`src/rtl/pn_code_rom.sv`:
```
// pn_code_rom: registered lookup of one 1024-chip period of the x^10+x^3+1 PN code,
// with DATA_WIDTH consecutive chips packed LSB-first into each word.
module pn_code_rom #(
   parameter int unsigned DATA_WIDTH = 1,
   parameter int unsigned ADDR_WIDTH = 10
) (
   input  logic                  clk,
   input  logic                  rst_n,
   input  logic                  ena,
   input  logic [ADDR_WIDTH-1:0] address_in,
   output logic [DATA_WIDTH-1:0] data_out,
   output logic                  valid_out
);

   localparam int unsigned Depth    = 1 << ADDR_WIDTH;
   localparam int unsigned NumChips = 1024;

   // Ten seed ones, the m-sequence recurrence up to chip 1022, then a zero pad chip.
   // Evaluated in 32-chip blocks so each elaboration loop stays short.
   function automatic logic [NumChips-1:0] gen_chips();
      logic [NumChips-1:0] c;
      int                  k;
      c = '0;
      for (int blk = 0; blk < 32; blk++) begin
         for (int j = 0; j < 32; j++) begin
            k = blk * 32 + j;
            if (k < 10) begin
               c[10'(k)] = 1'b1;
            end else if (k < 1023) begin
               c[10'(k)] = c[10'(k - 7)] ^ c[10'(k - 10)];
            end else begin
               c[10'(k)] = 1'b0;
            end
         end
      end
      return c;
   endfunction

   localparam logic [NumChips-1:0] Chips = gen_chips();

   logic [DATA_WIDTH-1:0] rom [Depth];

   for (genvar n = 0; n < Depth; n++) begin : g_word
      for (genvar i = 0; i < DATA_WIDTH; i++) begin : g_bit
         localparam logic [9:0] Idx = 10'((n * DATA_WIDTH + i) % NumChips);
         assign rom[n][i] = Chips[Idx];
      end
   end

   logic [DATA_WIDTH-1:0] data_q;
   logic                  valid_q;

   // The address is only looked at when ena is high, so X on an idle bus is harmless.
   always_ff @(posedge clk or negedge rst_n) begin
      if (!rst_n) begin
         data_q  <= '0;
         valid_q <= 1'b0;
      end else begin
         valid_q <= ena;
         if (ena) begin
            data_q <= rom[address_in];
         end
      end
   end

   assign data_out  = data_q;
   assign valid_out = valid_q;

endmodule

```
`config.mk`:
```
export PLATFORM = sky130hd
export DESIGN_NAME = pn_code_rom
export DESIGN_NICKNAME = d
export VERILOG_FILES = /design/src/rtl/pn_code_rom.sv
export SDC_FILE = /design/constraint.sdc
export NUM_CORES = 1
export LEC_CHECK = 0
export BUFFER_PORTS_ARGS = -buffer_cell sky130_fd_sc_hd__buf_2
export CORE_ASPECT_RATIO = 2
export CORE_UTILIZATION = 40
export CTS_CLUSTER_SIZE = 28
export DETAILED_ROUTE_END_ITERATION = 10
export GPL_TIMING_DRIVEN = 1
export PLACE_DENSITY = 0.69
export SYNTH_ARGS = -nofsm -noshare
export SYNTH_HDL_FRONTEND = slang
export SYNTH_SLANG_ARGS = --single-unit
```
`constraint.sdc`:
```
create_clock -name clk -period 1.6 [get_ports clk]
set_clock_uncertainty 0.2 [all_clocks]
set_input_delay 0.4 -clock clk [delete_from_list [all_inputs] [get_ports clk]]
set_output_delay 0.4 -clock clk [all_outputs]
set_load 0.03 [all_outputs]
```
==> flow_metrics.env, run 1 <==
export IMPL_min_period_ps=2600
export IMPL_fin_crit_sh_pct=163
export IMPL_synth_most_common_cell="nand2_1"
export IMPL_yosysTopAreaCell="ha_1"
export IMPL_core_um2=2770
export IMPL_overflow=0
export IMPL_routed_via_density=6.64
export IMPL_drc=0
export IMPL_syn_nets=186
export IMPL_yosys_register_bits=2
export IMPL_clk_pin_slew_ps=30
export IMPL_wl_mm=4.62
export IMPL_nFillCells=244
export IMPL_cts_sinks=2
export IMPL_finalSetupViolCount=1
export IMPL_synthTopCellsByArea="ha_1 (13%), mux4_2 (7.7%), o21ai_0 (5.6%)"
export IMPL_grt_max_degree=15
export IMPL_yosysUniqueCellTypes=50
export IMPL_ctsRootBufferMaster="clkbuf_8"
export IMPL_slowest_stage="mux4_2"
export IMPL_final_hold_violation_count=0
export IMPL_leakage_uw=0.000789
export IMPL_die_h_um=78.3
export IMPL_end_kind="flip-flop"
export IMPL_grt_pass1_wl_mm=7.37
export IMPL_route_vias_total=1613
export IMPL_fmax_mhz=384
export IMPL_peakVddDrop_v=0.000288
export IMPL_ios=15
export IMPL_synth_area_um2=1160
export IMPL_violations="negative setup slack"
export IMPL_drive_gt1_share_pct=39.7
export IMPL_synth_edf_count=0
export IMPL_rows=27
export IMPL_ant_nets=0
export IMPL_cap_violations=0
export IMPL_syn_area_per_cell_um2=7.23
export IMPL_cts_buffers=3
export IMPL_wl_per_cell_um=19.0
export IMPL_slew_viol_final=0
export IMPL_fin_nets=241
export IMPL_drt_iter0_markers=74
export IMPL_setup_slack_ps=-1000
export IMPL_track_usage_pct=32.5
export IMPL_hold_class="in2reg"
export IMPL_synthCells=161
export IMPL_clockBufferDepth=2
export IMPL_areaGrowthSynthToFinish_pct=49.8
export IMPL_dieArea_um2=3140
export IMPL_io_buffers=14
export IMPL_synth_warnings=0
export IMPL_cts_tree="done"
export IMPL_ys_seq_area_share_pct=4.30
export IMPL_power_density_nw_per_um2=428
export IMPL_required_ps=1480
export IMPL_setup_worst_path_class="in2reg"
export IMPL_die_w_um=40.1
export IMPL_async_reset_ff_share_pct=100
export IMPL_worst_ep_arrival_time_ps=2480
export IMPL_post_synth_top_area_fraction_pct=12.9
export IMPL_tightest_slew_ps=424
export IMPL_rsz0062_at_grt="yes"
export IMPL_antenna_found_initial=0
export IMPL_antenna_cells=0
export IMPL_clock_latency_ps=210
export IMPL_gp_congestion=1.02
export IMPL_cp_cell_sequence="buf_8 -> buf_12 -> ha_1 -> mux4_2 -> and4_4 -> a41oi_2 -> nand4_1 -> o31ai_1 -> or4b_1"
export IMPL_synthTopCellsByCount="nand2_1 (14), o21ai_0 (13), ha_1 (12)"
export IMPL_status="finished, violations left"
export IMPL_initial_utilization_pct=42.0
export IMPL_critPathMaxFanout=10
export IMPL_fin_setup_tns_ps=-1000
export IMPL_whs_ps=145
export IMPL_place_hpwl_mm=3.56
export IMPL_dr_pass1_iters=4
export IMPL_ctsHtreeMaxLevel=1
export IMPL_startpoint_type="input pin"
export IMPL_grt_pass1_vias=1600
export IMPL_pre_cts_ws_ps=-1320
export IMPL_cpPeakStageDelay_ps=470
export IMPL_synth_main_ff_cell="dfrtp_1"
export IMPL_maxSlewHeadroom_pct=71.0
## kinds of logic after synthesis
family	after synthesis	share of synthesized area [%]
buffers and inverters	25	9.25
multiplexers	9	12.0
flip-flops	2	4.30
AND/OR/NAND/NOR	51	23.2
AO/OA/AOI/OAI	61	37.5
adder cells (fa/ha/maj)	12	12.9
XOR/XNOR	1	0.753
## worst max-delay path: cells and delay by family
kind | cells | cell delay (ps)
buf+inv | 2 | 240
simple gates | 3 | 810
fa+ha+maj | 1 | 210
compound gates | 2 | 350
mux | 1 | 470
## metrics by stage
stage               instances  power [uW]  area, um^2  util (%)
floorplan                 161         328        1230         -
global placement          237         503        1630      58.9
detailed placement        237         513        1630      58.9
CTS                       243         739        1740      62.8
global route              243         793        1740      62.9
finish                    243         746        1740      62.9
## state kept, by name, summed over array words and instances, names as in the netlist
name,flops
data_out,1
valid_out,1
## path summary, 6_finish.rpt
path                       cells after the start     startpoint        end  slack (ps)
max in group asynchronous                      2          rst_n   data_out         800
min in group asynchronous                      2          rst_n  valid_out         300
max reg2reg                                    4       data_out   data_out          10
max                                            9  address_in[0]   data_out       -1000
min reg2reg                                    2       data_out   data_out         460
min                                            1            ena  valid_out         140
## power breakdown
group	internal [uW]	leakage [uW]	switching [uW]
Clock	159	0.0000216	40.3
Combinational	237	0.000743	249
Sequential	57.9	0.0000242	2.56
Total	454	0.000789	292
## layout by cell type (no fill, tap or decap), types with 6 or more instances in the layout
| master | synthesis | final |
|---|---|---|
| a21oi_1 | 10 | 10 |
| buf_2 | 5 | 12 |
| buf_4 | 0 | 49 |
| ha_1 | 12 | 9 |
| inv_1 | 8 | 6 |
| nand2_1 | 14 | 14 |
| nor2_1 | 8 | 8 |
| nor2b_1 | 6 | 6 |
| o21ai_0 | 13 | 13 |
## final cells by class
cell class | instances | area, um^2 | share of cell area (%)
multi-input combinational | 134 | 1040 | 59.9
timing repair buffer | 67 | 528 | 30.3
tap | 29 | 36.3 | 2.08
sequential | 2 | 50.0 | 2.87
inverter | 8 | 42.5 | 2.44
clock buffer | 3 | 41.3 | 2.37
## repair_timing
item,4_1_cts,5_1_grt
pin swaps,4,0
hold buffers,1,0
endpoints found under the hold margin,2,0
buffers inserted,2,0
setup endpoints to repair,1,1
gates resized for setup,10,1
## routing by layer
| layer | GRT usage (%) | vias to the layer above | wire length (um) |
|---|---|---|---|
| li1 | - | 731 | - |
| met1 | 32.8 | 744 | 1570 |
| met2 | 53.4 | 101 | 2370 |
| met3 | 6.78 | 37 | 335 |
| met4 | 23.8 | 0 | 347 |
| met5 | 0 | - | 0 |
Note: power is estimated with default switching activity, not from simulation.
==> run 2: changes to the inputs <==
--- a/config.mk
+++ b/config.mk
@@ -6,7 +6,7 @@
 export NUM_CORES = 1
 export LEC_CHECK = 0
 export BUFFER_PORTS_ARGS = -buffer_cell sky130_fd_sc_hd__buf_2
-export CORE_ASPECT_RATIO = 2
+export CORE_ASPECT_RATIO = 1.25
 export CORE_UTILIZATION = 40
 export CTS_CLUSTER_SIZE = 28
 export DETAILED_ROUTE_END_ITERATION = 10
==> flow_metrics.env, run 2 (synthesized netlist as in run 1, its figures left out) <==
export IMPL_setup_slack_ps=-986
export IMPL_postCtsSetupBuffers=0
export IMPL_slew_viol_final=0
export IMPL_violations="negative setup slack"
export IMPL_power_density_nw_per_um2=381
export IMPL_min_period_ps=2590
export IMPL_setup_worst_path_class="in2reg"
export IMPL_grt_max_degree=17
export IMPL_io_buffers=14
export IMPL_grt_pass1_vias=1603
export IMPL_rows=21
export IMPL_finalSetupViolCount=1
export IMPL_status="finished, violations left"
export IMPL_ios=15
export IMPL_cts_buffers=3
export IMPL_seqCellArea_um2=50.0
export IMPL_fmax_mhz=387
export IMPL_die_h_um=62.3
export IMPL_ctsRootBufferMaster="clkbuf_4"
export IMPL_critPathMaxFanout=4
export IMPL_final_common_cell="buf_4"
export IMPL_rsz0062_at_grt="yes"
export IMPL_ant_nets=0
export IMPL_multi_input_area_um2=1030
export IMPL_final_hold_violation_count=0
export IMPL_drc=0
export IMPL_antenna_found_initial=0
export IMPL_dieArea_um2=3130
export IMPL_initial_utilization_pct=42.6
export IMPL_clockBufferDepth=2
export IMPL_drive_gt1_share_pct=39.3
export IMPL_worst_ep_arrival_time_ps=2480
export IMPL_areaGrowthSynthToFinish_pct=48.2
export IMPL_maxSlewHeadroom_pct=74.7
export IMPL_clock_latency_ps=230
export IMPL_gp_congestion=0.971
export IMPL_route_vias_total=1585
export IMPL_core_um2=2730
export IMPL_fin_crit_sh_pct=162
export IMPL_overflow=0
export IMPL_hold_class="in2reg"
export IMPL_die_w_um=50.2
export IMPL_startpoint_type="input pin"
export IMPL_tightest_slew_ps=371
export IMPL_pre_cts_ws_ps=-1270
export IMPL_mostFrequentLayoutCells="buf_4 (57), nand2_1 (14), o21ai_0 (13)"
export IMPL_wl_per_cell_um=17.2
export IMPL_dr_pass1_iters=4
export IMPL_drt_iter0_markers=71
export IMPL_required_ps=1500
export IMPL_antenna_cells=0
export IMPL_routed_via_density=6.26
export IMPL_place_hpwl_mm=3.52
export IMPL_cap_violations=0
export IMPL_track_usage_pct=30.9
export IMPL_end_kind="flip-flop"
export IMPL_fin_nets=246
export IMPL_nFillCells=255
export IMPL_cts_tree="done"
export IMPL_wl_mm=4.36
export IMPL_fin_util_pct=63.1
export IMPL_cts_sinks=2
export IMPL_peakVddDrop_v=0.000238
export IMPL_leakage_uw=0.000795
export IMPL_ctsHtreeMaxLevel=1
export IMPL_clk_pin_slew_ps=40
export IMPL_grt_pass1_wl_mm=7.31
## run 2: final cells by class
type	instances	area share, %
Multi-Input combinational cell	134	59.5
Clock buffer	3	1.31
Timing Repair Buffer	72	31.2
Tap cell	34	2.47
Sequential cell	2	2.90
Inverter	8	2.61
## run 2: worst paths after layout
check,to,startpoint,slack (ps),cells after the start
worst max-delay path,data_out,address_in[1],-990,9
worst min-delay path,valid_out,ena,110,1
worst max register to register,data_out,data_out,20,4
worst min register to register,data_out,data_out,560,3
max in group asynchronous,data_out,rst_n,820,2
min in group asynchronous,valid_out,rst_n,270,2
## run 2: timing repair
item / in CTS / in global routing
cloned: 0 / 0
hold buffers: 1 / 0
pin swaps: 0 / 1
setup endpoints to repair: 1 / 1
endpoints found under the hold margin: 2 / 0
gates resized for setup: 2 / 8
## run 2: critical path, cell delays in order
cell     delay (ps)
buf_12          110
inv_8            50
ha_4            200
mux4_2          470
and3_4          160
a31o_1          180
o31a_1          230
o31ai_1         230
or4b_1          440
## run 2: through the flow
step | setup TNS, ps | area, um^2 | hold WS, ps | std cells | total power, uW
floorplan | -1120 | 1230 | -95.6 | 161 | 328
global placement | -1240 | 1650 | -15.0 | 249 | 506
detailed placement | -1270 | 1650 | -11.3 | 249 | 513
CTS | -987 | 1690 | 107 | 253 | 642
global route | -1060 | 1720 | 109 | 253 | 705
finish | -986 | 1720 | 109 | 253 | 656
## run 2: power by group
| group | total, uW | internal, uW | leakage, uW | switching, uW |
|---|---|---|---|---|
| Combinational | 474 | 234 | 0.000757 | 239 |
| Sequential | 60.5 | 57.8 | 0.0000242 | 2.77 |
| Clock | 122 | 83.5 | 0.0000138 | 38.7 |
| Total | 656 | 375 | 0.000795 | 281 |
## run 2: layer usage
layer | wire length, um | GRT usage (%) | vias to the layer above | part of all wire (%)
li1 | - | - | 741 | -
met1 | 1710 | 35.0 | 743 | 39
met2 | 2190 | 51.2 | 82 | 50
met3 | 277 | 2.70 | 19 | 6.3
met4 | 185 | 24.3 | 0 | 4.2
met5 | 0 | 0 | - | 0
==> run 3: changes to the inputs <==
--- a/config.mk
+++ b/config.mk
@@ -11,7 +11,6 @@
 export CTS_CLUSTER_SIZE = 28
 export DETAILED_ROUTE_END_ITERATION = 10
 export GPL_TIMING_DRIVEN = 1
-export PLACE_DENSITY = 0.69
 export SYNTH_ARGS = -nofsm -noshare
 export SYNTH_HDL_FRONTEND = slang
 export SYNTH_SLANG_ARGS = --single-unit
==> flow_metrics.env, run 3 (synthesized netlist as in run 1, its figures left out) <==
export IMPL_power_density_nw_per_um2=374
export IMPL_clock_power_share_pct=17.3
export IMPL_clk_pin_slew_ps=30
export IMPL_mostFrequentLayoutCells="buf_4 (53), nand2_1 (14), o21ai_0 (13)"
export IMPL_p_switching_uw=269
export IMPL_setup_worst_path_class="in2reg"
export IMPL_fin_util_pct=62.4
export IMPL_sequentialPowerShare_pct=9.6
export IMPL_slew_viol_final=0
export IMPL_final_hold_violation_count=0
export IMPL_cts_sinks=2
export IMPL_leakage_uw=0.000776
export IMPL_areaGrowthSynthToFinish_pct=46.5
export IMPL_core_um2=2730
export IMPL_clock_latency_ps=220
export IMPL_min_period_ps=2580
export IMPL_ctsHtreeMaxLevel=1
export IMPL_cap_violations=0
export IMPL_rows=21
export IMPL_holdPathStages=1
export IMPL_drt_iter0_markers=82
export IMPL_wl_per_cell_um=17.1
export IMPL_track_usage_pct=29.2
export IMPL_final_common_cell="buf_4"
export IMPL_intPower_uw=368
export IMPL_peakVddDrop_v=0.000277
export IMPL_combPwrFrac_pct=73.1
export IMPL_worst_ep_arrival_time_ps=2470
export IMPL_clockBufferDepth=2
export IMPL_finalSetupViolCount=1
export IMPL_antenna_cells=0
export IMPL_dr_pass1_iters=4
export IMPL_grt_max_degree=21
export IMPL_place_hpwl_mm=3.33
export IMPL_ios=15
export IMPL_netSwitchingFraction_pct=42.2
export IMPL_maxSlewHeadroom_pct=71.7
export IMPL_io_buffers=14
export IMPL_gp_congestion=0.954
export IMPL_initial_utilization_pct=42.6
export IMPL_rsz0062_at_grt="yes"
export IMPL_r2r_cells=4
export IMPL_dieArea_um2=3130
export IMPL_grt_pass1_wl_mm=7.11
export IMPL_routed_via_density=6.30
export IMPL_ctsRootBufferMaster="clkbuf_4"
export IMPL_required_ps=1490
export IMPL_antenna_found_initial=0
export IMPL_violations="negative setup slack"
export IMPL_cts_buffers=3
export IMPL_dp_cells=246
export IMPL_grt_pass1_vias=1496
export IMPL_startpoint_type="input pin"
export IMPL_critPathMaxFanout=5
export IMPL_tightest_slew_ps=413
export IMPL_end_kind="flip-flop"
export IMPL_fin_crit_sh_pct=161
export IMPL_status="finished, violations left"
export IMPL_ant_nets=0
export IMPL_overflow=0
export IMPL_instances_no_fill=250
export IMPL_drive_gt1_share_pct=39.4
export IMPL_setup_slack_ps=-983
export IMPL_hold_class="in2reg"
export IMPL_cts_tree="done"
export IMPL_fmax_mhz=387
export IMPL_drc=0
export IMPL_die_h_um=62.3
export IMPL_fin_nets=243
export IMPL_die_w_um=50.2
export IMPL_route_vias_total=1574
export IMPL_wl_mm=4.28
run 3: layout make-up:
type / count / area, um^2
clock buffers: 3 / 22.5
well taps: 34 / 42.5
fillers: 278 / 1030
flip-flops and latches: 2 / 50.0
multi-input cells: 134 / 1040
inverters: 8 / 42.5
repair buffers: 69 / 510
run 3: worst paths after layout:
kind                          startpoint        end  slack (ps)
setup / recovery           address_in[0]   data_out        -980
hold / removal                       ena  valid_out         130
setup reg to reg                data_out   data_out         -10
hold reg to reg                 data_out   data_out         590
max in group asynchronous          rst_n  valid_out         800
min in group asynchronous          rst_n   data_out         300
run 3: timing repair:
action / in CTS / in global routing
pin swaps: 1 / 3
endpoints found under the hold margin: 2 / 0
setup endpoints to repair: 1 / 1
setup buffers: 0 / 0
hold buffers: 1 / 0
resized for setup: 4 / 3
run 3: critical path: stages:
cell and delay [ps]:
buf_4 140, inv_6 60, ha_4 210, mux4_2 450
and3_1 160, a31o_1 180, o31a_1 240, o31ai_2 180
or4b_1 450
run 3: metal layers:
metal	routed length, um	track usage (%)	part of all wire [%]	vias up
li1	-	-	-	734
met1	1740	37.6	41	747
met2	2190	50.2	51	80
met3	241	1.96	5.6	13
met4	110	9.29	2.6	0
met5	0	0	0	-
run 3: power groups by stage:
stage	Clock, uW	Sequential (uW)	Combinational (uW)
finish	110	60.8	466
global placement	0	60.7	445
CTS	113	61.0	457
global route	116	61.1	502
floorplan	0	75.2	252
detailed placement	0	61.4	449
run 3: metrics by stage:
step / setup TNS [ps] / setup slack [ps] / instance area, um^2 / hold slack (ps) / total power [uW]
after floorplan: -1120 / -1120 / 1230 / -95.6 / 328
after global placement: -1280 / -1280 / 1640 / -13.9 / 505
after detailed placement: -1310 / -1310 / 1640 / -12.0 / 510
after CTS: -1010 / -1010 / 1690 / 127 / 630
after global routing: -1050 / -1050 / 1700 / 125 / 679
final: -983 / -983 / 1700 / 127 / 637
